==> src/rtl/tcb_lib_register_response_if.sv <==
// TCB bus bundle: request fields flow manager -> subordinate, response fields flow back.
interface tcb_lib_register_response_if #(
   parameter int unsigned ADR = 32,
   parameter int unsigned DAT = 32
);
   localparam int unsigned BYT = DAT/8;

   logic           vld;
   logic           rdy;
   logic           wen;
   logic [ADR-1:0] adr;
   logic [BYT-1:0] byt;
   logic [DAT-1:0] wdt;
   logic [DAT-1:0] rdt;
   logic           sts;

   modport master (output vld, wen, adr, byt, wdt, input  rdy, rdt, sts);
   modport slave  (input  vld, wen, adr, byt, wdt, output rdy, rdt, sts);
endinterface

==> src/rtl/tcb_lib_register_response.sv <==
// Pass-through TCB stage that registers the response path: requests forward combinationally,
// the response is captured DLY cycles after the transfer and presented one cycle later upstream.
module tcb_lib_register_response #(
   parameter int unsigned ADR = 32,
   parameter int unsigned DAT = 32,
   parameter int unsigned DLY = 1
)(
   input  logic clk,
   input  logic rst,
   tcb_lib_register_response_if.slave  sub,
   tcb_lib_register_response_if.master man
);
   localparam int unsigned BYT = DAT/8;

   logic [ADR-1:0] adr;
   logic [BYT-1:0] byt;
   logic           trn;
   logic           cap;
   logic [DAT-1:0] rdt_reg;
   logic           sts_reg;

   assign adr     = sub.adr;
   assign byt     = sub.byt;
   assign man.vld = sub.vld;
   assign man.wen = sub.wen;
   assign man.adr = adr;
   assign man.byt = byt;
   assign man.wdt = sub.wdt;
   assign sub.rdy = man.rdy;

   assign trn = sub.vld & man.rdy;

   generate
      if (DLY == 0) begin : g_dly0
         // Subordinate answers in the transfer cycle itself.
         assign cap = trn;
      end else begin : g_dly
         logic [DLY-1:0] flg_reg;
         always_ff @(posedge clk) begin
            if (!rst) begin
               flg_reg <= '0;
            end else begin
               flg_reg[0] <= trn;
               for (int i = 1; i < DLY; i++) begin
                  flg_reg[i] <= flg_reg[i-1];
               end
            end
         end
         assign cap = flg_reg[DLY-1];
      end
   endgenerate

   always_ff @(posedge clk) begin
      if (!rst) begin
         rdt_reg <= '0;
         sts_reg <= 1'b0;
      end else if (cap) begin
         rdt_reg <= man.rdt;
         sts_reg <= man.sts;
      end
   end

   assign sub.rdt = rdt_reg;
   assign sub.sts = sts_reg;
endmodule

==> src/flat_wrapper.sv <==
// flat-port wrapper written by rule: the top's interface ports become plain ports
module tcb_lib_register_response_flat 
#(
   parameter int unsigned ADR = 32,
   parameter int unsigned DAT = 32,
   parameter int unsigned DLY = 1
)
  (clk, rst, sub_vld, sub_wen, sub_adr, sub_byt, sub_wdt, sub_rdy, sub_rdt, sub_sts, man_vld, man_wen, man_adr, man_byt, man_wdt, man_rdy, man_rdt, man_sts);
  tcb_lib_register_response_if #(.ADR(ADR), .DAT(DAT)) sub_i ();
  tcb_lib_register_response_if #(.ADR(ADR), .DAT(DAT)) man_i ();
  input  logic clk;
  input  logic rst;
  input wire logic [$bits(sub_i.vld)-1:0] sub_vld;
  input wire logic [$bits(sub_i.wen)-1:0] sub_wen;
  input wire logic [$bits(sub_i.adr)-1:0] sub_adr;
  input wire logic [$bits(sub_i.byt)-1:0] sub_byt;
  input wire logic [$bits(sub_i.wdt)-1:0] sub_wdt;
  output wire logic [$bits(sub_i.rdy)-1:0] sub_rdy;
  output wire logic [$bits(sub_i.rdt)-1:0] sub_rdt;
  output wire logic [$bits(sub_i.sts)-1:0] sub_sts;
  output wire logic [$bits(man_i.vld)-1:0] man_vld;
  output wire logic [$bits(man_i.wen)-1:0] man_wen;
  output wire logic [$bits(man_i.adr)-1:0] man_adr;
  output wire logic [$bits(man_i.byt)-1:0] man_byt;
  output wire logic [$bits(man_i.wdt)-1:0] man_wdt;
  input wire logic [$bits(man_i.rdy)-1:0] man_rdy;
  input wire logic [$bits(man_i.rdt)-1:0] man_rdt;
  input wire logic [$bits(man_i.sts)-1:0] man_sts;
  assign sub_i.vld = sub_vld;
  assign sub_i.wen = sub_wen;
  assign sub_i.adr = sub_adr;
  assign sub_i.byt = sub_byt;
  assign sub_i.wdt = sub_wdt;
  assign sub_rdy = sub_i.rdy;
  assign sub_rdt = sub_i.rdt;
  assign sub_sts = sub_i.sts;
  assign man_vld = man_i.vld;
  assign man_wen = man_i.wen;
  assign man_adr = man_i.adr;
  assign man_byt = man_i.byt;
  assign man_wdt = man_i.wdt;
  assign man_i.rdy = man_rdy;
  assign man_i.rdt = man_rdt;
  assign man_i.sts = man_sts;
  tcb_lib_register_response #(.ADR(ADR), .DAT(DAT), .DLY(DLY)) u_core (.clk(clk), .rst(rst), .sub(sub_i), .man(man_i));
endmodule
==> config.mk <==
export PLATFORM = sky130hd
export DESIGN_NAME = tcb_lib_register_response_flat
export DESIGN_NICKNAME = d
export VERILOG_FILES = /design/src/rtl/tcb_lib_register_response_if.sv /design/src/rtl/tcb_lib_register_response.sv /design/src/flat_wrapper.sv
export SDC_FILE = /design/constraint.sdc
export NUM_CORES = 1
export LEC_CHECK = 0
export ABC_AREA = 1
export ABC_CLOCK_PERIOD_IN_PS = 1100
export BUFFER_PORTS_ARGS = -buffer_cell sky130_fd_sc_hd__buf_2
export CAP_MARGIN = 0
export CORE_AREA = 2 2 81 83
export CTS_CLUSTER_DIAMETER = 150
export DETAILED_ROUTE_END_ITERATION = 16
export DIE_AREA = 0 0 83 85
export HOLD_SLACK_MARGIN = 0.06
export PLACE_DENSITY_LB_ADDON = 0.2
export SETUP_SLACK_MARGIN = 0.2
export SLEW_MARGIN = 30
export SYNTH_ARGS = -nofsm -noshare
export SYNTH_HDL_FRONTEND = slang
export SYNTH_SLANG_ARGS = --single-unit
==> constraint.sdc <==
create_clock -name clk -period 1.1 [get_ports clk]
set_clock_uncertainty 0.1 [all_clocks]
set_input_delay 0.11 -clock clk [delete_from_list [all_inputs] [get_ports clk]]
set_output_delay 0.11 -clock clk [all_outputs]
set_load 0.01 [all_outputs]
Word-level counts from Yosys, hierarchy flattened --
Cells that the tools add are included. Widths: inputs -> output; s select.
Word-level totals: bits of input ports 106, word-level logic and storage cells 4, output and inout bits 104, register bits after elaboration 34
Operators by class: bitwise gates (word level) 1
Operators with widths (number):
- $and 1x1->1 | 1

Logic depth before layout (Yosys ltp) --
Gate-level depths: netlist of run 1.
depth after elaboration 1, gate-level depth with buffers 5, mapped depth without buffers 4

Least setup slack after synthesis of run 1 --
Ideal clock, no wire load.
kind reg-to-reg, from register u_core.g_dly.flg_reg (netlist: u_core.cap), to register u_core.rdt_reg[0] (netlist: u_core.sub.rdt[0]), period minus slack after synthesis 0.950 ns, data arrival time 0.737 ns, required time 0.887 ns, setup slack 0.150 ns, path buffers 2, cell stages (with the launch flop) 5, cell sequence dfxtp_1 buf_4 buf_4 nor2_1 nor2_1
RTL lines:
- start: declaration | line tcb_lib_register_response.sv:38 | logic [DLY-1:0] flg_reg;
- start signal: indexed assignment | line tcb_lib_register_response.sv:45 | flg_reg[i] <= flg_reg[i-1];
- end signal: assignment | line tcb_lib_register_response.sv:58 | rdt_reg <= man.rdt;
- end: declaration | line tcb_lib_register_response.sv:19 | logic [DAT-1:0] rdt_reg;

==> results of run 1 <==
[what timing repair did]
item | 4_1_cts | 5_1_grt
setup endpoints to repair | 63 | 66
hold buffers | 35 | 0
gates resized for setup | 70 | 2
hold endpoints to repair | 34 | 0
setup buffers | 1 | 1
cloned | 1 | 0
[cell usage in the layout (no fill, tap or decap)]
| cell type | count |
|---|---|
| clkbuf_8 | 5 |
| nor2_1 | 65 |
| buf_12 | 4 |
| buf_6 | 33 |
| and3_1 | 1 |
| nor2_2 | 1 |
| clkbuf_1 | 2 |
| buf_4 | 2 |
| dlygate4sd3_1 | 35 |
| inv_1 | 33 |
| buf_2 | 38 |
| buf_16 | 1 |
| bufinv_16 | 1 |
| dfxtp_2 | 33 |
| nand2_1 | 66 |
| dfxtp_4 | 1 |
[power groups by stage]
| stage | Clock [mW] | Combinational (mW) | Sequential, mW |
|---|---|---|---|
| global placement | 0 | 0.369 | 1.36 |
| floorplan | 0 | 0.446 | 1.39 |
| finish | 1.11 | 0.550 | 1.36 |
| global route | 1.21 | 0.615 | 1.37 |
| detailed placement | 0 | 0.371 | 1.36 |
| CTS | 1.16 | 0.548 | 1.36 |
[per-stage QoR]
stage               util, %  power (mW)
global placement       29.4        1.73
CTS                    41.5        3.06
detailed placement     29.4        1.73
global route           41.8        3.20
finish                 41.8        3.02
floorplan                 -        1.83
[critical path: stages, from the launching register on]
cell	delay, ns
dfxtp_4	0.43
buf_12	0.17
nand2_1	0.06
nand2_1	0.05
nor2_1	0.03
[layer usage]
metal / routed length [microns] / global-route usage [%] / share of wire, % / vias to the layer above
li1: - / - / - / 811
met1: 1640 / 12.2 / 38 / 639
met2: 2000 / 20.6 / 47 / 64
met3: 398 / 5.06 / 9.3 / 36
met4: 227 / 8.79 / 5.3 / 0
met5: 0 / 0 / 0 / -
[layout make-up]
class | instances | share of cell area (%)
Inverter | 33 | 4.78
Clock buffer | 7 | 2.95
Tap cell | 77 | 3.72
Timing Repair Buffer | 113 | 39.9
Sequential cell | 34 | 28.0
Multi-Input combinational cell | 133 | 19.5
Clock inverter | 1 | 1.16
[logic make-up (layout without fill, tap and decap cells)]
group | count (synthesis) | after routing
flip-flops | 34 | 34
AND/OR/NAND/NOR | 133 | 133
buffers and inverters | 115 | 154
[final timing paths]
check / start / endpoint / slack (ns) / cells after the start
worst min register to register: u_core.sub.rdt[30]$_SDFFE_PN0P_ / u_core.sub.rdt[30]$_SDFFE_PN0P_ / 0.37 / 2
worst max register to register: u_core.cap$_SDFF_PN0_ / u_core.sub.rdt[18]$_SDFFE_PN0P_ / 0.15 / 4
worst max-delay path: u_core.cap$_SDFF_PN0_ / u_core.sub.rdt[18]$_SDFFE_PN0P_ / 0.15 / 4
worst min-delay path: sub_adr[14] / man_adr[14] / 0.12 / 0
==> summary.md, run 1 <==
| Metric | Value |
|---|---|
| CTS tree | built |
| Compound-gate portion of the synthesized area | 0% |
| Synth Area in Adders | 0% |
| CTS Sinks | 34 |
| Post-synthesis sequential area ratio | approximately 36% |
| Post-synthesis mux area share | 0% |
| Vias/cell | 3.89 |
| Synth Instances | 282 |
| Switching pwr | between 600 and 700 uW |
| Outcome | complete, no violations |
| First-pass GRT wire length | 7050 microns |
| IO buf count | 71 |
| Max reg flops | 32 |
| Placement row count | 29 |
| Root buffer cell | clkbuf_8 |
| Final std cells w/o fill | 398 |
| PwrDens | 1170 nW/um^2 |
| Post-synth ARST share | 0% |
| Final Hold Vio Count | 0 |
| DR DRC count | 0 |
| Post-Synthesis Cell Area | about 1900 sq um |
| Die Ht | between 80 and 90 microns |
| Crit path kind | flip-flop to flip-flop |
| PnR worst setup slack | around 0.15 ns |
| RSZ-0062 raised after global routing | true |
| Final setup viols | 0 |
| Maxcap violations | 0 |
| Ranking of synthesized cells by area | dfxtp_1 (36%), buf_4 (29%), nand2_1 (13%) |
| Yosys top cell area share | between 30% and 40% |
| Yosys reg bits | 34 |
| Max IR drop VDD | approximately 480 uV |
| Reg area | between 700 and 800 sq um |
| Worst slew pin tran | roughly 0.16 ns |
| Synth area leader | dfxtp_1 |
| Arrival time at the worst endpoint | a little over 1 ns |
| Dpl ws | 0.104 ns |
| Hold Slack | approximately 0.12 ns |
| Worst Hold Class | input pin to output port |
| Initial DRC count | 29 |
| Tmin final | ~0.95 ns |
| Avg Cell Area, Syn | ~6.8 sq um |
| CP endpoint kind | flip-flop |
| Initial Util | a little under a third |
| Area Growth Syn to Fin | 35.6% |
| Routability congestion estimate | ~0.64 |
| Maximum fanout along the worst path | 20 |
| Simple-gate area share of the yosys netlist | approximately a quarter |
| Setup TNS | 0 ns |
| Xor/xnor share of the synthesized area | 0% |
| Period utilization | 86.5% |
| Startpoint Class | flip-flop |
| Fmax | approximately 1100 MHz |
| Share of layout cells above drive strength 1 | between 30% and 40% |
| Dpl hpwl | roughly 2600 microns |
| Cell with the most instances after synthesis | buf_4 |
| EDFF count, synth | 0 |
| Max-slew violations | 0 |
| Worst-path clk slew | approximately 0.070 ns |
| Int Pwr | 2.33 mW |
| Main flop type after synthesis | dfxtp_1 |
| Placed cells | approximately 350 |
| Largest net degree at the start of global routing | 35 |
| Area occupied by multi-input gates | between 500 and 600 sq um |
| Placed cell areas | between 1500 and 2000 sq um |
| Vias in the first global route | ~1500 |
| Nets | around 430 |
| Pleak | approximately 1.3 nW |
| Netlist cell types | 8 |
| Die X | between 80 and 90 microns |
| Ant diodes | 0 |
| Synth cell count leaders | buf_4 (75), nand2_1 (66), nor2_1 (66) |
| H-tree depth | 2 |
| Fill count | 630 |
| Routed Antenna Nets | 0 |
| Drt pass-1 iters | 3 |
| Clock Power Share | a little under two fifths |
| Routed wire length per instance | roughly 11 microns |
| Combinational group share of total power | between 10% and 20% |
| Synth Net Count | 388 |
| Main combinational cell family by area after synthesis | buffers and inverters |
| Core Box Area | between 6000 and 7000 sq um |
| Sequential share of power | around 45% |
| Routed WL | between 4000 and 5000 microns |
| Sw frac | about 23% |
| I/O pin total | 210 |
| Via count | roughly 1600 |
| Clock buffer count from CTS | 5 |
| CP required | about 1.2 ns |
| Remaining global-route overflow | 0 |
| Slew HR | 89.4% |
| Clk buf depth | 2 |
| Synth Warn # | 0 |
| Die area | ~7100 sq um |
| Initial antenna violation count | 0 |
| Finished Cell Area | 2590 sq um |
| Clock latency on the worst-skew pair | about 0.27 ns |
| Global-route usage over all layers | between 10% and 20% |
Power figures use the tool's default switching activity.
==> run 2: changes to the inputs <==
--- a/config.mk
+++ b/config.mk
@@ -14,7 +14,7 @@
 export DETAILED_ROUTE_END_ITERATION = 16
 export DIE_AREA = 0 0 83 85
 export HOLD_SLACK_MARGIN = 0.06
-export PLACE_DENSITY_LB_ADDON = 0.2
+export PLACE_DENSITY = 0.79
 export SETUP_SLACK_MARGIN = 0.2
 export SLEW_MARGIN = 30
 export SYNTH_ARGS = -nofsm -noshare
==> summary.md, run 2 (synthesis results as in run 1) <==
| Metric | Value |
|---|---|
| Routability congestion estimate | 0.632 (-1.2%) |
| Nets | 428 (+0.47%) |
| Maximum fanout along the worst path | 30 (+50%) |
| Commonest non-fill, non-tap cell in the layout | nand2_1 |
| CTS tree | built |
| Core Box Area | 6200 sq um (unchanged) |
| Dpl hpwl | 2530 microns (-3.2%) |
| Area Growth Syn to Fin | 35.4% |
| Pleak | 1.33 nW (+0.69%) |
| Most frequent cells in the layout | nand2_1 (66), nor2_1 (63), buf_2 (38) |
| Maxcap violations | 0 (unchanged) |
| Final setup viols | 0 (unchanged) |
| Ant diodes | 0 (unchanged) |
| Initial DRC count | 54 (+86%) |
| Reg2Reg Depth | 4 (unchanged) |
| Placement row count | 29 (unchanged) |
| Clk buf depth | 2 (unchanged) |
| Final Util | 41.7% (-0.061 points) |
| Vias/cell | 3.99 (+2.4%) |
| Die Ht | 85 microns (unchanged) |
| Initial Util | 30.8% (unchanged) |
| Global-route usage over all layers | 12.7% (+0.46 points) |
| Critical R2R Launch | u_core.cap$_SDFF_PN0_ |
| First-pass GRT wire length | 7200 microns (+2.1%) |
| Crit path kind | flip-flop to flip-flop |
| IO buf count | 71 (unchanged) |
| Fmax | 1040 MHz (-0.99%) |
| Slew HR | 57.5% (-32 points) |
| Sw frac | 24.1% (+1.1 points) |
| Max IR drop VDD | 467 uV (-2.7%) |
| Dpl ws | 0.0589 ns (-0.0446 ns) |
| Max reg flops | 32 (unchanged) |
| Power, Total | 3.00 mW (-0.71%) |
| Worst-path clk slew | 0.07 ns (about the same) |
| Worst Min Path Start | sub_adr[7] |
| Root buffer cell | clkbuf_8 |
| Clock latency on the worst-skew pair | 0.28 ns (about the same) |
| Via count | 1595 (+2.9%) |
| Switching pwr | 724 uW (+4.1%) |
| RSZ-0062 raised after global routing | true |
| Routed Antenna Nets | 0 (unchanged) |
| Remaining global-route overflow | 0 (unchanged) |
| Vias in the first global route | 1592 (+5.2%) |
| Period utilization | 87.4% (+0.87 points) |
| PwrDens | 1160 nW/um^2 (-0.56%) |
| CP required | 1.17 ns (about the same) |
| Final Hold Vio Count | 0 (unchanged) |
| Setup TNS | 0 ns (unchanged) |
| Die X | 83 microns (unchanged) |
| Crit path launch | u_core.cap$_SDFF_PN0_ |
| Clock buffer count from CTS | 5 (unchanged) |
| Tmin final | 0.961 ns (+0.00953 ns) |
| Int Pwr | 2.28 mW (-2.1%) |
| PnR worst setup slack | 0.139 ns (-0.00953 ns) |
| Combinational group share of total power | 18.5% (+0.3 points) |
| Sequential share of power | 45.2% (+0.2 points) |
| Outcome | complete, no violations |
| Max-slew violations | 0 (unchanged) |
| Routed wire length per instance | 11.3 microns (+5.4%) |
| Largest net degree at the start of global routing | 37 (+5.7%) |
| H-tree depth | 2 (unchanged) |
| Worst Hold Class | input pin to output port |
| Share of layout cells above drive strength 1 | 38.7% (+1.6 points) |
| Hold Path Depth | 0 (unchanged) |
| Routed WL | 4520 microns (+6.0%) |
| Arrival time at the worst endpoint | 1.04 ns (+0.02 ns) |
| CP endpoint kind | flip-flop |
| CTS Sinks | 34 (unchanged) |
| Die area | 7060 sq um (unchanged) |
| I/O pin total | 210 (unchanged) |
| Startpoint Class | flip-flop |
| Initial antenna violation count | 0 (unchanged) |
| Worst slew pin tran | 0.638 ns (+0.479 ns) |
| Clock Power Share | 36.3% (-0.5 points) |
| Drt pass-1 iters | 4 (+1) |
| DR DRC count | 0 (unchanged) |
## run 2: per-layer routing
metal / up-vias / global-route usage, % / wire length, microns
met5: - / 0 / 0
met4: 0 / 11.2 / 279
met3: 38 / 4.09 / 332
met2: 64 / 22.8 / 2350
met1: 678 / 11.4 / 1560
li1: 815 / - / -
## run 2: through the flow
stage / area, sq um / instances / hold slack (ns)
after floorplan: 1930 / 282 / 0.162
after global placement: 1800 / 350 / 0.120
after detailed placement: 1800 / 350 / 0.120
after CTS: 2510 / 393 / 0.120
after global routing: 2590 / 400 / 0.120
final: 2590 / 400 / 0.120
## run 2: path summary, 6_finish.rpt
| path | to | slack [ns] |
|---|---|---|
| setup / recovery | u_core.sub.rdt[23]$_SDFFE_PN0P_ | 0.14 |
| hold / removal | man_adr[7] | 0.12 |
| setup reg to reg | u_core.sub.rdt[23]$_SDFFE_PN0P_ | 0.14 |
| hold reg to reg | u_core.sub.rdt[31]$_SDFFE_PN0P_ | 0.38 |
## run 2: final cells by class
| type | count | area (sq um) |
|---|---|---|
| well taps | 77 | 96.3 |
| repair buffers | 115 | 1020 |
| fillers | 599 | 3620 |
| multi-input cells | 133 | 509 |
| clock buffers | 8 | 110 |
| inverters | 33 | 124 |
| flip-flops and latches | 34 | 726 |
## run 2: power by group through the flow
stage	logic (mW)	registers, mW	clock network, mW
4_1_cts	0.521	1.35	1.16
3_3_place_gp	0.348	1.35	0
2_1_floorplan	0.446	1.39	0
6_report	0.555	1.36	1.09
5_1_grt	0.611	1.36	1.20
3_5_place_dp	0.357	1.36	0
## run 2: timing repair
| item | CTS | global route |
|---|---|---|
| setup endpoints to repair | 66 | 66 |
| hold endpoints to repair | 34 | 0 |
| gates cloned | 0 | 1 |
| hold buffers | 35 | 0 |
| setup buffers | 0 | 6 |
| resized for setup | 66 | 4 |
## run 2: worst max-delay path, cell delays in order (launching register included)
cell and delay [ns]:
dfxtp_4 0.40, buf_12 0.18, nand2_1 0.07, nand2_1 0.06, nor2_1 0.04
